`src/rtl/write_back_if.sv`:
```
// Memory-stage to write-back signal bundle: stage inputs plus the register-file
// write port and status outputs.
interface write_back_if #(
    parameter int len   = 32,
    parameter int NB    = $clog2(len),
    parameter int CNT_W = 32
);
    logic             in_valid;
    logic             stall;
    logic             flush;
    logic [1:0]       in_writeBack_bus;
    logic [len-1:0]   in_read_data;
    logic [len-1:0]   in_alu_result;
    logic [2:0]       in_load_type;
    logic [NB-1:0]    in_write_register;
    logic             RegWrite;
    logic [len-1:0]   write_data;
    logic [NB-1:0]    write_register;
    logic             out_valid;
    logic             misalign_err;
    logic [CNT_W-1:0] retired_count;

    modport master (
        output in_valid, stall, flush, in_writeBack_bus, in_read_data,
               in_alu_result, in_load_type, in_write_register,
        input  RegWrite, write_data, write_register, out_valid,
               misalign_err, retired_count
    );

    modport slave (
        input  in_valid, stall, flush, in_writeBack_bus, in_read_data,
               in_alu_result, in_load_type, in_write_register,
        output RegWrite, write_data, write_register, out_valid,
               misalign_err, retired_count
    );
endinterface

```
`src/rtl/write_back.sv`:
```
// MIPS write-back stage: MEM/WB register, load extraction, result select,
// misaligned-load detection and retired-instruction counter.
module write_back #(
    parameter int len   = 32,
    parameter int NB    = $clog2(len),
    parameter int CNT_W = 32
) (
    input  logic       clk,
    input  logic       reset,
    write_back_if.slave wb
);
    typedef struct packed {
        logic           reg_write;
        logic           mem_to_reg;
        logic [len-1:0] read_data;
        logic [len-1:0] alu;
        logic [2:0]     load_type;
        logic [NB-1:0]  rd;
    } stage_t;

    stage_t           stg;
    logic             valid_q;
    logic [CNT_W-1:0] cnt_q;

    logic [1:0]       off;
    logic [7:0]       byte_v;
    logic [15:0]      half_v;
    logic             is_byte;
    logic             is_half;
    logic             misalign;
    logic [len-1:0]   load_data;

    // Payload is only captured for valid instructions so the write port holds
    // its last values while the stage is empty.
    always_ff @(posedge clk or negedge reset) begin
        if (!reset) begin
            stg     <= '0;
            valid_q <= 1'b0;
            cnt_q   <= '0;
        end else begin
            if (wb.flush) begin
                valid_q <= 1'b0;
            end else if (!wb.stall) begin
                valid_q <= wb.in_valid;
                if (wb.in_valid) begin
                    stg.reg_write  <= wb.in_writeBack_bus[1];
                    stg.mem_to_reg <= wb.in_writeBack_bus[0];
                    stg.read_data  <= wb.in_read_data;
                    stg.alu        <= wb.in_alu_result;
                    stg.load_type  <= wb.in_load_type;
                    stg.rd         <= wb.in_write_register;
                end
            end
            if (valid_q && !wb.stall)
                cnt_q <= cnt_q + CNT_W'(1);
        end
    end

    always_comb begin
        off     = stg.alu[1:0];
        byte_v  = stg.read_data[{off, 3'b000} +: 8];
        half_v  = off[1] ? stg.read_data[31:16] : stg.read_data[15:0];
        is_byte = (stg.load_type == 3'b000) || (stg.load_type == 3'b100);
        is_half = (stg.load_type == 3'b001) || (stg.load_type == 3'b101);
        case (stg.load_type)
            3'b000:  load_data = {{(len-8){byte_v[7]}}, byte_v};
            3'b100:  load_data = {{(len-8){1'b0}}, byte_v};
            3'b001:  load_data = {{(len-16){half_v[15]}}, half_v};
            3'b101:  load_data = {{(len-16){1'b0}}, half_v};
            default: load_data = stg.read_data;  // lw and unused encodings
        endcase
        misalign = valid_q & stg.mem_to_reg &
                   ((is_half & off[0]) | (!is_byte & !is_half & (off != 2'b00)));
    end

    assign wb.write_data     = stg.mem_to_reg ? load_data : stg.alu;
    assign wb.write_register = stg.rd;
    assign wb.out_valid      = valid_q;
    assign wb.misalign_err   = misalign;
    assign wb.RegWrite       = valid_q & stg.reg_write & (stg.rd != '0) & ~misalign;
    assign wb.retired_count  = cnt_q;
endmodule

```
`src/flat_wrapper.sv`:
```
// flat-port wrapper written by rule: the top's interface ports become plain ports
module write_back_flat 
#(
    parameter int len   = 32,
    parameter int NB    = $clog2(len),
    parameter int CNT_W = 32
)
  (clk, reset, wb_in_valid, wb_stall, wb_flush, wb_in_writeBack_bus, wb_in_read_data, wb_in_alu_result, wb_in_load_type, wb_in_write_register, wb_RegWrite, wb_write_data, wb_write_register, wb_out_valid, wb_misalign_err, wb_retired_count);
  write_back_if #(.len(len), .NB(NB), .CNT_W(CNT_W)) wb_i ();
  input  logic clk;
  input  logic reset;
  input wire logic [$bits(wb_i.in_valid)-1:0] wb_in_valid;
  input wire logic [$bits(wb_i.stall)-1:0] wb_stall;
  input wire logic [$bits(wb_i.flush)-1:0] wb_flush;
  input wire logic [$bits(wb_i.in_writeBack_bus)-1:0] wb_in_writeBack_bus;
  input wire logic [$bits(wb_i.in_read_data)-1:0] wb_in_read_data;
  input wire logic [$bits(wb_i.in_alu_result)-1:0] wb_in_alu_result;
  input wire logic [$bits(wb_i.in_load_type)-1:0] wb_in_load_type;
  input wire logic [$bits(wb_i.in_write_register)-1:0] wb_in_write_register;
  output wire logic [$bits(wb_i.RegWrite)-1:0] wb_RegWrite;
  output wire logic [$bits(wb_i.write_data)-1:0] wb_write_data;
  output wire logic [$bits(wb_i.write_register)-1:0] wb_write_register;
  output wire logic [$bits(wb_i.out_valid)-1:0] wb_out_valid;
  output wire logic [$bits(wb_i.misalign_err)-1:0] wb_misalign_err;
  output wire logic [$bits(wb_i.retired_count)-1:0] wb_retired_count;
  assign wb_i.in_valid = wb_in_valid;
  assign wb_i.stall = wb_stall;
  assign wb_i.flush = wb_flush;
  assign wb_i.in_writeBack_bus = wb_in_writeBack_bus;
  assign wb_i.in_read_data = wb_in_read_data;
  assign wb_i.in_alu_result = wb_in_alu_result;
  assign wb_i.in_load_type = wb_in_load_type;
  assign wb_i.in_write_register = wb_in_write_register;
  assign wb_RegWrite = wb_i.RegWrite;
  assign wb_write_data = wb_i.write_data;
  assign wb_write_register = wb_i.write_register;
  assign wb_out_valid = wb_i.out_valid;
  assign wb_misalign_err = wb_i.misalign_err;
  assign wb_retired_count = wb_i.retired_count;
  write_back #(.len(len), .NB(NB), .CNT_W(CNT_W)) u_core (.clk(clk), .reset(reset), .wb(wb_i));
endmodule
```
`config.mk`:
```
export PLATFORM = sky130hd
export DESIGN_NAME = write_back_flat
export DESIGN_NICKNAME = d
export VERILOG_FILES = /design/src/rtl/write_back_if.sv /design/src/rtl/write_back.sv /design/src/flat_wrapper.sv
export SDC_FILE = /design/constraint.sdc
export NUM_CORES = 1
export LEC_CHECK = 0
export ABC_AREA = 1
export CAP_MARGIN = 5
export CELL_PAD_IN_SITES_DETAIL_PLACEMENT = 0
export CELL_PAD_IN_SITES_GLOBAL_PLACEMENT = 1
export CORE_AREA = 2 2 125 127
export DETAILED_ROUTE_END_ITERATION = 7
export DIE_AREA = 0 0 127 129
export HOLD_SLACK_MARGIN = 0.08
export PLACE_DENSITY_LB_ADDON = 0.1
export REMOVE_ABC_BUFFERS = 1
export SLEW_MARGIN = 15
export SYNTH_ARGS = -nofsm -noshare
export SYNTH_HDL_FRONTEND = slang
export SYNTH_SLANG_ARGS = --single-unit
```
`constraint.sdc`:
```
create_clock -name clk -period 2.1 [get_ports clk]
set_input_delay 0.315 -clock clk [delete_from_list [all_inputs] [get_ports clk]]
set_output_delay 0.315 -clock clk [all_outputs]
set_load 0.05 [all_outputs]
```
; Yosys cells after proc, flatten, opt, wreduce, memory -nomap -nowiden
; Index checks and enable logic that the tools add are counted.
[op_classes]
n_shift = 1
mux = 5
n_reduce_logical = 10
eq_ne = 4
addsub = 1
bitwise = 12
[ops]
columns = op, count
row1 = 32-bit one-hot mux with 4 select lines, 1
row2 = "32-bit by 1-bit adder with 32-bit output, second input constant", 1
row3 = 32-bit two-way mux, 1
row4 = 32-bit by 6-bit indexed part select with 8-bit output, 1
row5 = 16-bit two-way mux, 1
row6 = 1-bit bitwise AND, 8
row7 = "3-bit == test, second input constant", 2
row8 = 5-bit nonzero test, 1
row9 = "3-bit by 1-bit == test with 1-bit output, second input constant", 1
row10 = 1-bit zero test, 3
row11 = 3-bit zero test, 1
row12 = 1-bit NOT, 3
row13 = 3-bit AND reduction, 1
row14 = 1-bit logical OR, 2
row15 = 1-bit two-way mux, 2
row16 = "2-bit by 1-bit inequality test with 1-bit output, second input constant", 1
row17 = 2-bit nonzero test, 1
row18 = 1-bit logical AND, 1
row19 = 1-bit OR, 1
[totals]
output_inout_bits = 72
regBits = 107

; Logic depth before layout (Yosys ltp)
[logic_depth]
word_depth = 9
depth_mapped = 11
depth_no_buf = 11

; Worst setup path before layout
; OpenSTA, ideal clock, no wires.
[synth_timing]
kind = reg-to-output
from = register u_core.valid_q, in the netlist u_core.wb.out_valid
to = output port wb_RegWrite
arrival_time_ns = 3.097
path_stages_with_launch = 4
setup_slack_ns = -1.312
path_cell_list = dfrtp_1 > inv_1 > nor4_1 > nor3_1
[synth_between]
elab_chain_cells = 4
[synth_lines]
columns = element, line_no
row1 = start: declaration, write_back.sv:22  ; logic valid_q;
row2 = start signal: assignment, write_back.sv:44  ; valid_q <= wb.in_valid;
row3 = 1-bit bitwise AND (2 in a row), write_back.sv:72  ; misalign = valid_q & stg.mem_to_reg &
row4 = named net wb_misalign_err, flat_wrapper.sv:24  ; output wire logic [$bits(wb_i.misalign_err)-1:0] wb_misalign_err;
row5 = 1-bit NOT, write_back.sv:80  ; assign wb.RegWrite = valid_q & stg.reg_write & (stg.rd != '0) & ~misalign;
row6 = 1-bit bitwise AND, write_back.sv:80
row7 = end: declaration, flat_wrapper.sv:20  ; output wire logic [$bits(wb_i.RegWrite)-1:0] wb_RegWrite;
; The timed path passes the listed nets, and every way through them passes these cells.

; Final worst setup path
[layout_timing]
from = register u_core.stg, in the netlist u_core.off[1]
to = output port wb_write_data[12]
[layout_between]
elab_chain_cells = 3
[layout_lines]
columns = element, line_no
row1 = start: declaration, write_back.sv:21  ; stage_t stg;
row2 = 32-bit by 6-bit indexed part select with 8-bit output / 16-bit two-way mux (equally long branches), "write_back.sv:61, write_back.sv:62"
row3 = 32-bit one-hot mux with 4 select lines *, write_back.sv:65  ; case (stg.load_type)
row4 = 32-bit two-way mux *, write_back.sv:76  ; assign wb.write_data = stg.mem_to_reg ? load_data : stg.alu;
row5 = end: declaration, flat_wrapper.sv:21  ; output wire logic [$bits(wb_i.write_data)-1:0] wb_write_data;
; Mark *: on every way between the ends. The rest lies on a longest branch, timed or not.

==> impl_metrics.xml <==
<?xml version="1.0" encoding="UTF-8"?>
<metrics>
  <group name="power_and_ir_drop">
    <metric name="sw_ratio" unit="%">38.4</metric>
    <metric name="power.density_cell_area" unit="mW/mm^2">914</metric>
    <metric name="power.switching" unit="mW">3.02</metric>
    <metric name="vdd.ir_drop.worst" unit="mV">0.678</metric>
    <metric name="seq_power_share" unit="%">33.2</metric>
    <metric name="p_clk_share" unit="%">22.3</metric>
    <metric name="leakage_power_figure" unit="nW">3.94</metric>
    <metric name="power.combinational.fraction" unit="%">44.5</metric>
    <metric name="cellInternalPower" unit="mW">4.83</metric>
  </group>
  <group name="cts">
    <metric name="clock_insertion_delay_worst_skew" unit="ps">360</metric>
    <metric name="ctsRootBufferMaster" unit="">sky130_fd_sc_hd__clkbuf_16</metric>
    <metric name="clk_transition_reported_paths" unit="ps">70</metric>
    <metric name="tritoncts" unit="">done</metric>
    <metric name="tritoncts.num_buffers" unit="">9</metric>
    <metric name="htree_levels" unit="">3</metric>
    <metric name="numClockSinks" unit="">107</metric>
    <metric name="max-clock-path-buffers" unit="">2</metric>
  </group>
  <group name="synth">
    <metric name="yosys_register_bits" unit="">107</metric>
    <metric name="post_synth_inst_count" unit="">658</metric>
    <metric name="seq_area_frac_synth" unit="%">46.7</metric>
    <metric name="postSynthAreaPerCell" unit="sq um">8.72</metric>
    <metric name="syn-cell-area" unit="sq mm">0.00574</metric>
    <metric name="synth_top_flop_cell" unit="">sky130_fd_sc_hd__dfrtp_1</metric>
    <metric name="synth_enable_flop_cells" unit="">0</metric>
    <metric name="distinct_cell_type_count_after_synthesis" unit="">36</metric>
    <metric name="postSynth.asyncResetShare" unit="%">100</metric>
    <metric name="synth-warning-count" unit="">0</metric>
  </group>
  <group name="timing">
    <metric name="pins_over_slew_limit" unit="">0</metric>
    <metric name="worst-slew-pin-transition" unit="ps">518</metric>
    <metric name="min_period_over_period" unit="%">102</metric>
    <metric name="maxSlewHeadroom" unit="%">65.4</metric>
    <metric name="fin_ws" unit="ps">-43.1</metric>
    <metric name="rsz0062_at_grt" unit="">true</metric>
    <metric name="finClkSkew" unit="ps">6.52</metric>
    <metric name="period_needed" unit="ps">2140</metric>
    <metric name="setup_viol" unit="">26</metric>
    <metric name="fin_tns_setup" unit="ps">-445</metric>
    <metric name="fin_hold_viols" unit="">0</metric>
    <metric name="fmax" unit="GHz">0.467</metric>
  </group>
  <group name="grt">
    <metric name="grt_start_max_net_pins" unit="">59</metric>
    <metric name="grt_first_pass_wirelength" unit="mm">25.9</metric>
    <metric name="gr-total-overflow" unit="">0</metric>
    <metric name="grtUsageTotal" unit="%">20.1</metric>
    <metric name="antenna_found_initial" unit="">0</metric>
    <metric name="vias_in_the_first_global_route" unit="">5077</metric>
  </group>
  <group name="critical_path">
    <metric name="cpLargestDelayFamily" unit="">buffers and inverters</metric>
    <metric name="worstPathMaxFanout" unit="">7</metric>
    <metric name="critical_path.endpoint_type" unit="">output pin</metric>
    <metric name="worstSetupStartpointType" unit="">register</metric>
    <metric name="crit_path_frequent_cell" unit="">sky130_fd_sc_hd__nand2_1</metric>
    <metric name="max_stage_delay_on_crit_path" unit="ps">430</metric>
    <metric name="crit_path_top_delay_cell" unit="">sky130_fd_sc_hd__dfrtp_1</metric>
    <metric name="timing.setup.critical_path_class" unit="">register to output pin</metric>
    <metric name="crit_required" unit="ps">1780</metric>
    <metric name="worst-path-buf-inv" unit="">4</metric>
    <metric name="worstPathCellList" unit="">buf_6 &gt; o211ai_1 &gt; nand2_1 &gt; nand2_4 &gt; clkbuf_16 &gt; nand3_2 &gt; nand2_1 &gt; inv_2 &gt; buf_12</metric>
    <metric name="critPathArrivalTime" unit="ps">1830</metric>
  </group>
  <group name="final_layout">
    <metric name="antennaDiodeCount" unit="">0</metric>
    <metric name="layout.cells.most_common" unit="">sky130_fd_sc_hd__nand2_1</metric>
    <metric name="layout_common_cells" unit="">sky130_fd_sc_hd__nand2_1 (130), sky130_fd_sc_hd__clkdlybuf4s50_1 (115), sky130_fd_sc_hd__dfrtp_1 (104)</metric>
    <metric name="drive_gt1_share" unit="%">30.8</metric>
    <metric name="layout.core_utilization" unit="%">57.3</metric>
    <metric name="multi_input_area" unit="sq mm">0.00289</metric>
    <metric name="finalNetCount" unit="">913</metric>
    <metric name="syn2layout_area_growth" unit="%">49.5</metric>
    <metric name="num-fill-cells" unit="">1347</metric>
    <metric name="sequential_cell_area" unit="sq mm">0.00268</metric>
  </group>
  <group name="outcome">
    <metric name="failed_checks" unit="">negative setup slack</metric>
    <metric name="outcome" unit="">finished with violations</metric>
  </group>
  <group name="floorplan">
    <metric name="fp.dieW" unit="um">127</metric>
    <metric name="die_y" unit="um">129</metric>
    <metric name="placementRows" unit="">45</metric>
    <metric name="die-area" unit="sq mm">0.0164</metric>
    <metric name="floorplan.initialDensity" unit="%">38.3</metric>
    <metric name="core_area" unit="sq mm">0.0150</metric>
    <metric name="floorplan.io_pins" unit="">151</metric>
  </group>
  <group name="place">
    <metric name="io_buffers" unit="">150</metric>
    <metric name="dp.final_hpwl" unit="mm">11.4</metric>
    <metric name="rd_place_congestion" unit="">0.844</metric>
    <metric name="dp_worst_setup_slack" unit="ps">196</metric>
  </group>
  <group name="route">
    <metric name="met1_length" unit="mm">7.26</metric>
    <metric name="route.met3.wl" unit="um">690</metric>
    <metric name="drt-wirelength-per-cell" unit="um">16.4</metric>
    <metric name="first_pass_iters" unit="">5</metric>
    <metric name="wl" unit="mm">16.8</metric>
    <metric name="top_signal_layer_used" unit="">met4</metric>
    <metric name="detail_route.iter0.violations" unit="">207</metric>
    <metric name="detailroute.via_count" unit="">5065</metric>
    <metric name="drc" unit="">0</metric>
    <metric name="post_drt_via_cell_ratio" unit="">4.94</metric>
    <metric name="met2WireLength" unit="mm">8.40</metric>
    <metric name="remaining_number_of_nets_flagged_by_the_antenna_check_after_routing" unit="">0</metric>
  </group>
  <group name="flow_run">
    <metric name="max_cap_violations" unit="">0</metric>
  </group>
  <group name="hold_path">
    <metric name="hold_class" unit="">input port to asynchronous set/reset pin</metric>
  </group>
</metrics>
## sequential cells by signal, indices dropped and copies added, names as in the netlist
signal / count
u_core.stg: 67
u_core.wb.retired_count: 32
u_core.wb.write_register: 5
u_core.off: 2
u_core.wb.out_valid: 1
## power by group through the flow
stage / registers [mW] / clock network [mW] / logic (mW)
floorplan: 2.81 / 0 / 1.60
global placement: 2.61 / 0 / 3.07
detailed placement: 2.62 / 0 / 3.08
CTS: 2.60 / 1.81 / 3.26
global route: 2.65 / 1.88 / 3.70
finish: 2.61 / 1.75 / 3.49
## per-stage QoR
step | std cells | hold slack, ps | cell area, sq um | power, mW
floorplan | 629 | 19.4 | 5580 | 4.41
global placement | 988 | 168 | 7660 | 5.68
detailed placement | 988 | 171 | 7660 | 5.70
CTS | 1015 | 329 | 8210 | 7.67
global route | 1026 | 349 | 8580 | 8.22
finish | 1026 | 340 | 8580 | 7.85
## kinds of logic (layout without fill, tap and decap cells)
| logic type | Yosys count | after routing | share of synthesized area (%) |
|---|---|---|---|
| multiplexers | 58 | 58 | 11.4 |
| adder cells (fa/ha/maj) | 1 | 1 | 0.218 |
| buffers and inverters | 100 | 279 | 7.43 |
| XOR/XNOR | 20 | 20 | 3.05 |
| AND/OR/NAND/NOR | 293 | 294 | 23.7 |
| AO/OA/AOI/OAI | 79 | 79 | 7.52 |
| flip-flops | 107 | 107 | 46.7 |
## routing by layer
metal  vias up  GRT usage, %
met5         -             0
met4         0          6.92
met3        28          4.57
met2       131          34.5
met1      2435          25.0
li1       2471             -
## Yosys cell counts (all sizes together) (9+ instances only)
cell type	number	area (sq um)
nand2	150	591
xor2	11	96.3
nand3	40	213
a21oi	47	235
inv	71	267
clkbuf	9	33.8
o21ai	18	90.1
xnor2	9	78.8
mux2	58	653
or2	23	144
buf	20	126
nor2	60	290
dfrtp	107	2680
## path summary, 6_finish.rpt
check | startpoint | endpoint | slack [ps] | depth (start not counted)
max | u_core.off[1] | wb_write_data[12] | -40 | 9
max in group asynchronous | reset | u_core.wb.retired_count[26] | 1200 | 3
max reg2reg | u_core.wb.retired_count[6] | u_core.wb.retired_count[31] | 600 | 9
min in group clk | u_core.stg[24] | u_core.stg[24] | 500 | 1
min reg2reg | u_core.stg[24] | u_core.stg[24] | 500 | 1
min | reset | u_core.off[1] | 340 | 2
## layout make-up
class / instances / area share, %
clock buffer: 10 / 2.67
clock inverter: 6 / 0.860
inverter: 71 / 3.25
timing repair buffer: 192 / 25.5
tap: 188 / 2.74
multi-input combinational: 452 / 33.7
sequential: 107 / 31.2
## what timing repair did
item | CTS | global route
hold endpoints to repair | 49 | 0
pin swaps | 7 | 26
gates resized for setup | 50 | 63
hold buffers | 1 | 0
setup buffers | 10 | 10
gates cloned | 0 | 4
setup endpoints to repair | 31 | 31
No activity file was read; power rests on OpenSTA's default activity.
